File: config.mk
export PLATFORM = sky130hd
export DESIGN_NAME = store_buffer
export DESIGN_NICKNAME = d
export VERILOG_FILES = /design/src/rtl/store_buffer.sv
export SDC_FILE = /design/constraint.sdc
export NUM_CORES = 1
export LEC_CHECK = 0
export ABC_AREA = 1
export CAP_MARGIN = 20
export CORE_MARGIN = 1.5
export CORE_UTILIZATION = 47
export CTS_CLUSTER_DIAMETER = 80
export DETAILED_ROUTE_END_ITERATION = 16
export DONT_BUFFER_PORTS = 1
export GPL_ROUTABILITY_DRIVEN = 0
export PLACE_DENSITY = 0.59
export SLEW_MARGIN = 30
export SYNTH_ARGS = -nofsm -noshare
export SYNTH_HDL_FRONTEND = slang
export SYNTH_SLANG_ARGS = --single-unit
File: constraint.sdc
create_clock -name clk -period 5.5 [get_ports clk]
set_input_delay 0.825 -clock clk [delete_from_list [all_inputs] [get_ports clk]]
set_output_delay 0.825 -clock clk [all_outputs]
set_load 0.02 [all_outputs]
File: src/rtl/store_buffer.sv
// Store buffer: in-order write-posting FIFO with load-side lookup.
// Define STORE_BUFFER_FORWARD_EN to forward pending stores instead of flagging rd_hazard.
module store_buffer #(
  parameter int DEPTH  = 4,
  parameter int ADDR_W = 16,
  parameter int DATA_W = 8
) (
  input  logic                      clk,
  input  logic                      rst,
  input  logic                      st_req,
  input  logic [ADDR_W-1:0]         st_addr,
  input  logic [DATA_W-1:0]         st_data,
  output logic                      st_ready,
  output logic                      mem_we,
  output logic [ADDR_W-1:0]         mem_waddr,
  output logic [DATA_W-1:0]         mem_wdata,
  input  logic                      mem_wready,
  input  logic [ADDR_W-1:0]         pc_addr,
  input  logic [ADDR_W-1:0]         data_addr,
  input  logic [DATA_W-1:0]         mem_pc_byte,
  input  logic [DATA_W-1:0]         mem_data_byte,
  output logic [2*DATA_W-1:0]       d_bus_in,
  output logic                      rd_hazard,
  output logic [$clog2(DEPTH):0]    count,
  output logic                      empty
);

  localparam int PW = $clog2(DEPTH);
  localparam int CW = PW + 1;

  logic [PW-1:0]     wp_q, wp_d;
  logic [PW-1:0]     rp_q, rp_d;
  logic [CW-1:0]     count_q, count_d;
  logic [ADDR_W-1:0] addr_q [DEPTH];
  logic [DATA_W-1:0] data_q [DEPTH];
  logic              push, pop;

  assign st_ready  = (count_q != CW'(DEPTH));
  assign empty     = (count_q == '0);
  assign mem_we    = !empty;
  assign mem_waddr = addr_q[rp_q];
  assign mem_wdata = data_q[rp_q];
  assign count     = count_q;
  assign push      = st_req && st_ready;
  assign pop       = mem_we && mem_wready;

  always_comb begin
    wp_d    = wp_q + PW'(push);
    rp_d    = rp_q + PW'(pop);
    count_d = count_q + CW'(push) - CW'(pop);
  end

  always_ff @(posedge clk or negedge rst) begin
    if (!rst) begin
      wp_q    <= '0;
      rp_q    <= '0;
      count_q <= '0;
    end else begin
      wp_q    <= wp_d;
      rp_q    <= rp_d;
      count_q <= count_d;
    end
  end

  always_ff @(posedge clk) begin
    if (push) begin
      addr_q[wp_q] <= st_addr;
      data_q[wp_q] <= st_data;
    end
  end

  // Scan oldest to newest so the last hit is the youngest store.
  logic          pc_hit, data_hit;
  logic [PW-1:0] idx;
`ifdef STORE_BUFFER_FORWARD_EN
  logic [DATA_W-1:0] pc_fwd, data_fwd;
`endif

  always_comb begin
    pc_hit   = 1'b0;
    data_hit = 1'b0;
    idx      = '0;
`ifdef STORE_BUFFER_FORWARD_EN
    pc_fwd   = '0;
    data_fwd = '0;
`endif
    for (int i = 0; i < DEPTH; i++) begin
      idx = rp_q + PW'(i);
      if (CW'(i) < count_q) begin
        if (addr_q[idx] == pc_addr) begin
          pc_hit = 1'b1;
`ifdef STORE_BUFFER_FORWARD_EN
          pc_fwd = data_q[idx];
`endif
        end
        if (addr_q[idx] == data_addr) begin
          data_hit = 1'b1;
`ifdef STORE_BUFFER_FORWARD_EN
          data_fwd = data_q[idx];
`endif
        end
      end
    end
  end

`ifdef STORE_BUFFER_FORWARD_EN
  assign d_bus_in  = {data_hit ? data_fwd : mem_data_byte,
                      pc_hit   ? pc_fwd   : mem_pc_byte};
  assign rd_hazard = 1'b0;
`else
  assign d_bus_in  = {mem_data_byte, mem_pc_byte};
  assign rd_hazard = pc_hit || data_hit;
`endif

endmodule

==> impl_metrics.ini <==
[synthesis]
ys_warn_count = 0
seq_area_frac_synth_pct = 37.9
syn_inst = 1242
synth_cell_types = 25
synth.avg_cell_area_um2 = 6.50
synth_area_um2 = 8070
ys_seq_elements = 103
syn-num-nets = 1325

[final_layout]
final_common_cell = nand2_1
layout.area.seq_um2 = 3060
fin_nets = 1287
final_cell_mix = nand2_1 (570), nand3_1 (272), inv_1 (109)
syn2layout_area_growth_pct = 2.99
drive_gt1_share_pct = 3.06
layoutNonFillerInstCount = 1429
utilization_pct = 49.8
multi_input_area_um2 = 4190
num-fill-cells = 1740
insertedDiodeCount = 0
final_area_um2 = 8310

[timing]
rsz0062_at_grt = no
tightest_slew_ps = 730
slew_headroom_pct = 51.1
hold_violations = 0
timing.hold.ws_ps = 148
fin_crit_sh_pct = 80.7
fin_worst_skew_ps = 10.4
fmax_mhz = 225
finalSetupViolations = 0
period_minus_slack_ps = 4440
fin_ws_ps = 1060
slew_viol_final = 0
fin_setup_tns_ps = 0

[cts]
cts_sinks = 103
cts_max_level = 3
tritoncts = done
cts_resized = 0
clk_pin_slew_ps = 80
hold_buffers = 0
clockRootBuffer = clkbuf_16
postCtsSetupRepairBufs = 0
cts_buffers = 9
ctsLongestPathBuffers = 2
clk_latency_ps = 370

[global_route]
antenna_found_initial = 0
grt_pass1_wl_um = 35400
grt_overflow = 0
grt_max_degree = 82
track_usage_pct = 25.3
grt_pass1_vias = 6688

[floorplan]
chipHeight_um = 134
die_area_um2 = 18000
row_count = 47
die_x_um = 134
ios = 123
start_util_pct = 48.3
coreArea_um2 = 16700

[routing]
first_pass_iters = 7
drt_wl_total_um = 22500
wl_per_cell_um = 15.8
vias = 7646
postRouteAntennaNets = 0
route.detailed.drc = 0
drt_iter0_markers = 616
via_per_inst = 5.35

[worst_setup_path]
crit_required_ps = 4680
crit_path_start_kind = flip-flop
slowest_delay_ps = 890
cp.arrival_ps = 3610
cp-end-kind = output port
path_class = flip-flop to output port
critPathSlowestCell = dfrtp_4
timing.critical_path.cells = buf_4, nand2_1, nand2_4, nand3_1, nand3_1, nand2_1, nor2_1, nand2_1, nor2_1, nand2_1, nand2_1, a21oi_1, nand2_1
critical_path.top_delay_family = simple AND/OR/NAND/NOR gates
critPathMostFrequentCell = nand2_1
path_max_fanout = 62
cp_num_buf_inv = 1

[power]
total_power_mw = 5.13
p_seq_share_pct = 24.5
ir_drop_mv = 0.414
p_int_mw = 2.26
p_sw_share_pct = 55.9
combPwrFrac_pct = 62.8
p_switching_mw = 2.86
cellLeakagePower_nw = 4.15
cellPowerDensity_nw_per_um2 = 617
pwr-share-clk_pct = 12.7

[job]
maxCapViolCount = 0

[worst_hold_path]
hold_path_class = input pin to async pin

[placed_design]
place_ws_ps = 1480
place_area_um2 = 8010
portBuffers = 0
hpwl_um = 16100
dp_cells = 1413

[outcome]
status = completed
## power by group through the flow
stage | Clock, mW | Sequential, mW | Combinational, mW
3_3_place_gp | 0 | 1.27 | 3.19
3_5_place_dp | 0 | 1.27 | 3.20
5_1_grt | 0.687 | 1.28 | 3.67
6_report | 0.652 | 1.25 | 3.22
4_1_cts | 0.661 | 1.25 | 3.21
2_1_floorplan | 0 | 1.14 | 2.79
## area by class of cell
cell class	instances	area share (%)
flip-flops and latches	103	36.8
repair buffers	7	0.632
clock inverters	7	0.948
inverters	112	5.12
multi-input cells	971	50.4
well taps	220	3.31
clock buffers	9	2.71
## kinds of logic after synthesis
logic type,share of synthesized area (%)
buf+inv,10.6
compound gates,2.22
fa+ha+maj,1.18
simple gates,47.7
xor+xnor,0.434
flops,37.9
## Yosys cell counts
cell type,instances,share of area [%]
inv_1,109,5.1
a22oi_1,8,0.74
nand2_2,2,0.15
clkbuf_1,1,0.046
nand3_1,272,17
buf_6,12,1.7
nor3_1,4,0.25
buf_2,14,0.87
o21ai_0,3,0.19
nand4_1,2,0.15
a21oi_1,8,0.50
xor2_1,4,0.43
o21ai_2,1,0.11
o21ai_1,11,0.68
ha_1,6,0.93
nor2_1,77,3.6
dfrtp_1,7,2.2
fa_1,1,0.25
inv_6,1,0.11
nand2_4,1,0.14
buf_4,29,2.7
edfxtp_1,96,36
nor2_2,1,0.078
nand2_1,570,27
inv_2,2,0.093
## per-layer routing
metal / global-route usage [%] / part of all wire (%) / up-vias / wire length, um
met3: 5.10 / 7.0 / 28 / 1570
li1: - / - / 3931 / -
met2: 38.3 / 44 / 274 / 9820
met1: 36.5 / 48 / 3413 / 10700
met5: 0 / 0 / - / 0
met4: 7.59 / 1.9 / 0 / 418
## worst paths after layout
path,start,end,slack [ps],cells after the start
min reg2reg,wp_q[1],wp_q[1],590,1
max reg2reg,count[1],data_q[1][6],2930,5
max,rp_q[0],rd_hazard,1060,13
min in group clk,st_addr[10],addr_q[0][10],550,0
min,rst,count[0],150,0
max in group asynchronous,rst,rp_q[0],5270,0
## registers in the layout, summed over array words and instances, names as in the netlist
signal / cells
addr_q: 64
data_q: 32
count: 3
rp_q: 2
wp_q: 2
(Power assumes the default switching activity.)
